==> src/rtl/hazard_stall_ctrl.sv <==
// Pipeline stall/flush controller: freezes on I/D misses, one load-use bubble, redirect flush.
// Latency: outputs combinational from inputs + flags. Backpressure: any unmet cache side zeroes every load enable.
// Optional perf counters built when HAZARD_PERF_EN is defined; otherwise perf ports read zero.
module hazard_stall_ctrl #(
    parameter int REG_W  = 5,
    parameter int PERF_W = 32
) (
    input  logic              clk,
    input  logic              rst,
    input  logic              imem_req,
    input  logic              imem_resp,
    input  logic              dmem_req,
    input  logic              dmem_resp,
    input  logic              ex_is_load,
    input  logic [REG_W-1:0]  ex_rd,
    input  logic [REG_W-1:0]  id_rs1,
    input  logic [REG_W-1:0]  id_rs2,
    input  logic              id_use_rs1,
    input  logic              id_use_rs2,
    input  logic              ex_br_taken,
    output logic [4:0]        stall_load,
    output logic              flush_if_id,
    output logic              flush_id_ex,
    output logic [PERF_W-1:0] perf_mem_stall,
    output logic [PERF_W-1:0] perf_lu_bubble,
    output logic [PERF_W-1:0] perf_flush
);

    typedef enum logic {RUN, MISS} state_t;

    state_t state;
    logic   i_done, d_done, lu_q;
    logic   i_ok, d_ok, advance, lu_hit, bubble, redirect;

    always_comb begin
        i_ok     = !imem_req | imem_resp | i_done;
        d_ok     = !dmem_req | dmem_resp | d_done;
        advance  = i_ok & d_ok;
        redirect = advance & ex_br_taken;
        // lu_q masks the cycle after a bubble: ID/EX then holds the NOP, not the load
        lu_hit   = ex_is_load & (ex_rd != '0) & !lu_q &
                   ((id_use_rs1 & (id_rs1 == ex_rd)) | (id_use_rs2 & (id_rs2 == ex_rd)));
        bubble   = advance & !ex_br_taken & lu_hit;

        stall_load  = 5'b00000;
        flush_if_id = 1'b0;
        flush_id_ex = 1'b0;
        if (rst || !advance) begin
            stall_load = 5'b00000;
        end else if (ex_br_taken) begin
            stall_load  = 5'b11111;
            flush_if_id = 1'b1;
            flush_id_ex = 1'b1;
        end else if (lu_hit) begin
            stall_load  = 5'b00111;
            flush_id_ex = 1'b1;
        end else begin
            stall_load = 5'b11111;
        end
    end

    always_ff @(posedge clk) begin
        if (rst) begin
            state  <= RUN;
            i_done <= 1'b0;
            d_done <= 1'b0;
            lu_q   <= 1'b0;
        end else if (advance) begin
            state  <= RUN;
            i_done <= 1'b0;
            d_done <= 1'b0;
            lu_q   <= bubble;
        end else begin
            state <= MISS;
            if (imem_req && imem_resp) i_done <= 1'b1;
            if (dmem_req && dmem_resp) d_done <= 1'b1;
        end
    end

    // Done flags can only be pending while a miss is being waited out
    always_ff @(posedge clk) begin
        if (!rst && state == RUN) begin
            assert (!i_done && !d_done) else $error("done flag set while in RUN");
        end
    end

`ifdef HAZARD_PERF_EN
    always_ff @(posedge clk) begin
        if (rst) begin
            perf_mem_stall <= '0;
            perf_lu_bubble <= '0;
            perf_flush     <= '0;
        end else begin
            if (!advance && perf_mem_stall != '1) perf_mem_stall <= perf_mem_stall + 1'b1;
            if (bubble   && perf_lu_bubble != '1) perf_lu_bubble <= perf_lu_bubble + 1'b1;
            if (redirect && perf_flush     != '1) perf_flush     <= perf_flush + 1'b1;
        end
    end
`else
    assign perf_mem_stall = '0;
    assign perf_lu_bubble = '0;
    assign perf_flush     = '0;
`endif

endmodule

==> config.mk <==
export PLATFORM = sky130hd
export DESIGN_NAME = hazard_stall_ctrl
export DESIGN_NICKNAME = d
export VERILOG_FILES = /design/src/rtl/hazard_stall_ctrl.sv
export SDC_FILE = /design/constraint.sdc
export NUM_CORES = 1
export LEC_CHECK = 0
export CORE_MARGIN = 4
export CORE_UTILIZATION = 35
export CTS_CLUSTER_DIAMETER = 150
export DETAILED_ROUTE_END_ITERATION = 7
export DONT_BUFFER_PORTS = 1
export HOLD_SLACK_MARGIN = 0.1
export PLACE_DENSITY_LB_ADDON = 0.3
export SYNTH_ARGS = -nofsm -noshare
export SYNTH_HDL_FRONTEND = slang
export SYNTH_SLANG_ARGS = --single-unit
==> constraint.sdc <==
create_clock -name clk -period 1.9 [get_ports clk]
set_clock_uncertainty 0.05 [all_clocks]
set_input_delay 0.095 -clock clk [delete_from_list [all_inputs] [get_ports clk]]
set_output_delay 0.095 -clock clk [all_outputs]
set_load 0.01 [all_outputs]
==> results.txt, run 1 <==
* I/O pin cnt: 128
* Max rail drop VDD: 368 uV
* Number of warnings issued by yosys: 0
- Class of the most critical setup path: reg -> reg
- Number of maximum-capacitance constraint violations: 0
- The synthesized netlist devotes under 10% of its cell area to compound gates.
- Critical Path AT: 1.73 ns
* Most frequent cell after synthesis: sky130_fd_sc_hd__buf_4
- Ranked by instance count, the synthesized netlist is headed by 99 x sky130_fd_sc_hd__buf_4, 8 x sky130_fd_sc_hd__xor2_1, 3 x sky130_fd_sc_hd__dfxtp_1, 3 x sky130_fd_sc_hd__inv_1.
- Layer with the highest usage: met2
- Global routing finished with a remaining overflow of 0.
- Achievable frequency: 0.621 GHz
- Number of rows in the core area: 19
- Gate power share: 45.7%
* Worst min-delay path startpoint: ex_is_load
- Combinational family with the most area after synthesis: buffers and inverters
- The clock passes through at most 2 buffers.
- TritonCTS built the clock tree.
- Setup slack on the worst reg-to-reg path comes out at between 0.2 and 0.3 ns.
- The die is roughly 63 um wide.
* Clock slew at the register clock pins of the worst setup and hold paths: 0.04 ns
* DRC violations left: 0
- Area overhead of the layout relative to synthesis: -24.6%
- In this run the worst path has a maximum fanout of 4.
- Routed via count: 554
* Minimum clock period after layout: 1.61 ns
- In this run, CTS created clock tree buffers numbering 3.
* GRT met2 Usage: about an eighth
- Post-synthesis share of cell area spent on and, or, nand and nor gates: 5.87%
* Multiplexer area fraction after synthesis: 0%
- Number of max-slew violations in the final report: 0
- At the later pin of the worst-skew pair, clock insertion delay measures 0.23 ns.
- First-pass DRT Iterations: 2
* Cells taking the most area after synthesis: sky130_fd_sc_hd__buf_4 71%, sky130_fd_sc_hd__xor2_1 6.7%, sky130_fd_sc_hd__dfxtp_1 5.7%
* Core region area: 2810 um^2
- The first global-routing pass estimated 1940 um of wire.
- Share of the synthesized area in the top cell type: 71.1%
* Flop and latch count out of synthesis: 3
- In this design, the stage delay of the slowest critical-path cell is 0.57 ns.
- The worst setup path is launched from a flip-flop.
- At the end of routability-driven placement, the weighted congestion stood at roughly 0.6.
- On the critical path, the stage with the largest delay is an instance of sky130_fd_sc_hd__dlygate4sd3_1.
- In the synthesized netlist the async set-or-reset flop fraction comes to 0%.
- CTS built an H-tree with a depth of 1.
- Grt met1 use: 4.82%
* P_int: 174 uW
- The initial utilization of the core area, before any placement, comes to 37.2%.
- For this run, the leading register cell type out of synthesis is sky130_fd_sc_hd__dfxtp_1.
- The worst register-to-register path begins at d_done.
- Final HPWL from detailed placement: 1540 um
- Adder and majority gate portion of the synthesized area: 0%
- The clock network is responsible for 33.9% of the overall power.
* Distinct cell type count after synthesis: 22
- The synthesized netlist occupies a cell area of 1040 um^2.
- After synthesis, the mean cell area works out to between 7 and 8 um^2.
* Largest net degree at the start of global routing: 5
- DR WL/cell: 9.54 um
- In this run, synthesis inferred 0 flip-flops with an integrated enable.
- Wires add up to 1650 um.
- Root cell of the clock tree: sky130_fd_sc_hd__clkbuf_4
* Final Net Count: 168
* Endpoints failing hold: 0
- Setup total negative slack on the finished layout was measured at 0 ns.
- The signal on the critical path passes through nor3b_1, a21oi_2, nor3_1, dlygate4sd3_1.
* Number of port buffers: 0
- Global routing used 6.28% of the available tracks.
- Class of the tightest hold or removal check: in -> reg
* Number of setup violations in the final report: 0
- Antenna violations before repair: 0
- In this run switching power makes up 46.0% of total power.
* Final worst path period share: 84.8%
* Endpoint class of the critical path: flip-flop
* Static leakage: 0.466 nW
* Net Switching: 148 uW
* CP Launch Point: d_done
- After technology mapping, the gate count stands at 135.
- The run finished with clean final reports.
* Number of global-route vias before repair: 401
- Power per unit of standard cell area: 408 nW/um^2
- Met3 routing resource usage after global routing: about 5.0%
* Height of the die: 62.6 um
- The largest total area in the synthesized netlist belongs to sky130_fd_sc_hd__buf_4.
* Initial DRC count: 5
- Clock sinks: 3
- Hold timing on the final database bottoms out at a slack of around 0.12 ns.
* Floorplan die area: 3920 um^2
* Share of the yosys chip area belonging to registers: 5.75%
- Setup repair after global routing left no endpoint under its margin.
- Share of total power in sequential cells: between 20% and 30%
- Of the cells placed in the final design, the portion with a size suffix greater than 1 is around 5.6%.
* XOR/XNOR share of the synthesized area: 8.38%
* Final core area utilization: 28.1%
- Data on the critical path is required at its endpoint by about 2.0 ns.
- Post-route antenna net violation count: 0
- Dividing the detail-routed via count by the number of cells gives 3.20.
- 0 antenna diodes ended up in the layout.
-- sequential cells by signal, indices dropped and copies added (netlist names) --
| register | count |
|---|---|
| lu_q | 1 |
| i_done | 1 |
| d_done | 1 |
-- metal layers --
metal  wire [um]  vias up
met2         882       71
met3         362        0
met4           0        0
met1         406      233
met5           0        -
li1            -      250
-- final timing paths --
kind                                to  cells after the start
worst max-delay path            i_done                      4
worst min-delay path              lu_q                      3
worst max register to register  i_done                      4
worst min register to register    lu_q                      2
-- timing repair --
| action | in CTS | in global routing |
|---|---|---|
| setup endpoints to repair | 0 | 1 |
| gates resized for setup | 0 | 0 |
| hold buffers | 6 | 0 |
| endpoints found under the hold margin | 3 | 0 |
| setup buffers | 0 | 0 |
-- power by group through the flow --
stage	registers, mW	logic (mW)	clock network (mW)
after global placement	0.0666	0.134	0
final	0.0657	0.147	0.109
after detailed placement	0.0666	0.133	0
after floorplan	0.0665	0.276	0
after CTS	0.0657	0.144	0.114
after global routing	0.0656	0.164	0.120
-- layout by cell type, fill, tap and decap left out, types with 2 or more instances in the layout --
master,n
sky130_fd_sc_hd__a21oi_1,2
sky130_fd_sc_hd__buf_4,2
sky130_fd_sc_hd__clkbuf_4,3
sky130_fd_sc_hd__conb_1,96
sky130_fd_sc_hd__dfxtp_1,3
sky130_fd_sc_hd__dlygate4sd3_1,5
sky130_fd_sc_hd__inv_1,3
sky130_fd_sc_hd__nor3_1,2
sky130_fd_sc_hd__nor4_1,2
sky130_fd_sc_hd__xnor2_1,2
sky130_fd_sc_hd__xor2_1,8
-- worst max-delay path: cells and delay by family, from the launching register on --
kind | cells | cell delay [ns]
AO/OA/AOI/OAI | 1 | 0.09
buffers and inverters | 1 | 0.57
AND/OR/NAND/NOR | 2 | 0.54
flip-flops | 1 | 0.30
-- metrics by stage --
step | worst slack (ns) | std cells | power (mW) | area (um^2)
2_1_floorplan | 0.496 | 230 | 0.343 | 1400
3_3_place_gp | 0.558 | 164 | 0.201 | 712
3_5_place_dp | 0.543 | 164 | 0.200 | 712
4_1_cts | 0.0855 | 174 | 0.323 | 798
5_1_grt | 0.138 | 173 | 0.350 | 788
6_report | 0.289 | 173 | 0.322 | 788
-- cells by family (layout without fill, tap and decap cells) --
| group | after synthesis | after routing |
|---|---|---|
| AOI/OAI and AO/OA | 9 | 9 |
| xor gates and xnor gates | 10 | 10 |
| buffers and inverters | 102 | 14 |
| DFF | 3 | 3 |
| other | 1 | 96 |
| and+or+nand+nor | 10 | 10 |
-- final cells by class --
cell class                      instances  area (um^2)
Clock buffer                            4         26.3
Fill cell                             317         2020
Inverter                                3         11.3
Multi-Input combinational cell        125          587
Sequential cell                         3         60.1
Tap cell                               31         38.8
Timing Repair Buffer                    7         65.1
No activity file was read; power rests on OpenSTA's default activity.
==> run 2: changes to the inputs <==
- clock period: 1.9 -> 1.3 ns (I/O delays scaled with it)
==> run 2 against run 1 <==
- the run now ends with negative setup slack left
- register-to-register slack worse by 0.23 ns
- critical path depth up 1
- die area unchanged
- worst setup slack worse by 0.35 ns
- non-clock buffer count up 4
- global-route usage up 0.61 points
- via count up 3.8%
- wire length up 8.5%
- clock-buffer cell count unchanged
==> results.txt, run 2 (synthesized netlist as in run 1, its figures left out) <==
- After detailed routing, the average wire length per cell comes to 10.1 um.
- The final hold violation count came to 0.
- For the worst setup path, the data arrival time is 1.24 ns.
- Before CTS, the worst setup slack after placement is 0.00852 ns.
* Power per unit of standard cell area: 579 nW/um^2
* Clock slew at the register clock pins of the worst setup and hold paths: 0.04 ns
- Setup slack on the critical path of the routed design comes to -0.0573 ns.
- Antenna violations before repair: 0
- On the final layout, the worst hold slack is about 0.095 ns.
- Final core area utilization: 30.7%
- Number of global-route vias before repair: 409
- Commonest cells after routing, fill and taps aside: 96 x sky130_fd_sc_hd__conb_1, 8 x sky130_fd_sc_hd__xor2_1, 7 x sky130_fd_sc_hd__dlygate4sd3_1
- The count of buffers added on input and output ports is 0.
* Floorplan die area: 3920 um^2
- Maximum buffer depth of the clock tree: 2
* Number of buffers added by the clock tree synthesis step: 3
- The largest registers in the layout are d_done: 1 flops, i_done: 1 flops, lu_q: 1 flops.
* Multi-input combinational cell area: approximately 620 um^2
* First-pass DRT Iterations: 2
- The finished cells cover 861 um^2.
- Number of rows in the core area: 19
* CTS tree: yes
- Clock insertion delay at the later pin of the skew report: between 0.2 and 0.25 ns
* Maximum cell stage delay along the critical path: ~0.31 ns
- Summing all placed instances gives a cell area of ~750 um^2.
* Required time of the critical path: between 1 and 1.5 ns
- The initial utilization of the core area, before any placement, comes to 37.2%.
* Class of the tightest hold or removal check: in -> reg
* Global routing usage summed across all routing layers: 6.88%
- Across the VDD grid, the largest voltage drop is around 410 uV.
* I/O pin cnt: 128
- Setup TNS Final: -0.162 ns
- Of all nets on the critical path, the largest fanout is 5.
- In this run the vertical extent of the chip is 62.6 um.
- Global route total overflow: 0
- Registers take 62.6 um^2.
* Unrepaired setup endpoints after global routing: true
- Root cell of the clock tree: sky130_fd_sc_hd__clkbuf_4
- Buf+Inv Stages, Crit Path: 1
- Overall power of the completed layout: 498 uW
- Number of max-slew violations in the final report: 0
- Final HPWL from detailed placement: roughly 1700 um
- At the end of routability-driven placement, the weighted congestion stood at 0.675.
- The run finished, with violations left.
- Counting tap cells, the placed design contains a total of 166 instances.
- STA classifies the critical path endpoint as an output pin.
- The filler cells instantiated in the layout total 318.
- Routed via count: 575
- Compared with the post-synthesis result, the final layout area differs by -17.6%.
- Max-cap violations in this run came to 0.
- The total area inside the core boundary comes to 2810 um^2.
- In the routed design, unresolved DRC markers number 0.
- Static timing analysis puts the maximum clock frequency at 0.737 GHz.
- In this run the remaining antenna-violating nets after routing total 0.
* Vias/cell: 3.25
- Static leakage: between 0.4 and 0.5 nW
* Wire length of the first global-routing pass: 2150 um
* Class of the most critical setup path: reg -> out
- The routed design has 1790 um of wire.
* Leading cell type in the layout, fill and taps excluded: sky130_fd_sc_hd__conb_1
- Crit start category: flip-flop
- The number of antenna diodes in the final layout is 0.
- Die Width: 62.6 um
- The clock drives 3 sinks.
* Cells along the critical path: nor3b_2, a211oi_2, buf_4, nand2_1, o31ai_4
- Count of non-filler cells in the finished layout: roughly 180
- H-tree depth: 1
- Broken down by cell family, the worst path's largest delay share belongs to simple AND/OR/NAND/NOR gates.
- The first routing iteration left 9 violations.
- Entering global routing, the biggest net connects 6 pins.
* Final Net Count: 172
* Post-CTS Setup Inserts: 0
- The final reports fail on negative setup slack.
* Final worst path period share: 104%
* Fraction of final layout cells sized beyond drive strength 1: 11.0%
- Minimum clock period after layout: 1.36 ns
- Number of setup violations in the final report: 4
- Among all stages on the critical path, the largest delay is contributed by sky130_fd_sc_hd__dfxtp_2.
==> run 2: what timing repair did <==
| action | in CTS | in global routing |
|---|---|---|
| hold endpoints to repair | 3 | 1 |
| hold buffers | 7 | 1 |
| gates resized for setup | 2 | 2 |
| setup endpoints to repair | 6 | 10 |
==> run 2: tightest hold or removal path: cells and delay by family <==
kind	cells	cell delay, ns
simple gates	1	0.12
compound gates	2	0.14
==> run 2: path summary, 6_finish.rpt <==
path                                    end  cells after the start       start  slack (ns)
worst max register to register         lu_q                      4        lu_q        0.06
worst max-delay path            flush_id_ex                      5      d_done       -0.06
worst min-delay path                   lu_q                      3  ex_is_load        0.09
worst min register to register       i_done                      2      i_done        0.45
==> run 2: layer usage <==
layer | global-route usage (%) | share of wire [%]
met3 | 4.68 | 23
met4 | 1.65 | 0
met1 | 6.02 | 27
met2 | 12.8 | 51
met5 | 0 | 0
==> run 2: power by group <==
part | internal (mW) | leakage [nW] | switching [mW] | total [mW]
clock network | 0.115 | 0.0150 | 0.0463 | 0.161
registers | 0.0953 | 0.0252 | 0.00134 | 0.0967
logic | 0.0610 | 0.452 | 0.179 | 0.240
total | 0.271 | 0.492 | 0.227 | 0.498
==> run 2: final cells by class <==
cell class / instances / area share [%]
multi-input combinational: 125 / 72.2
timing repair buffer: 11 / 11.6
sequential: 3 / 7.27
tap: 31 / 4.51
clock buffer: 4 / 3.05
inverter: 3 / 1.31
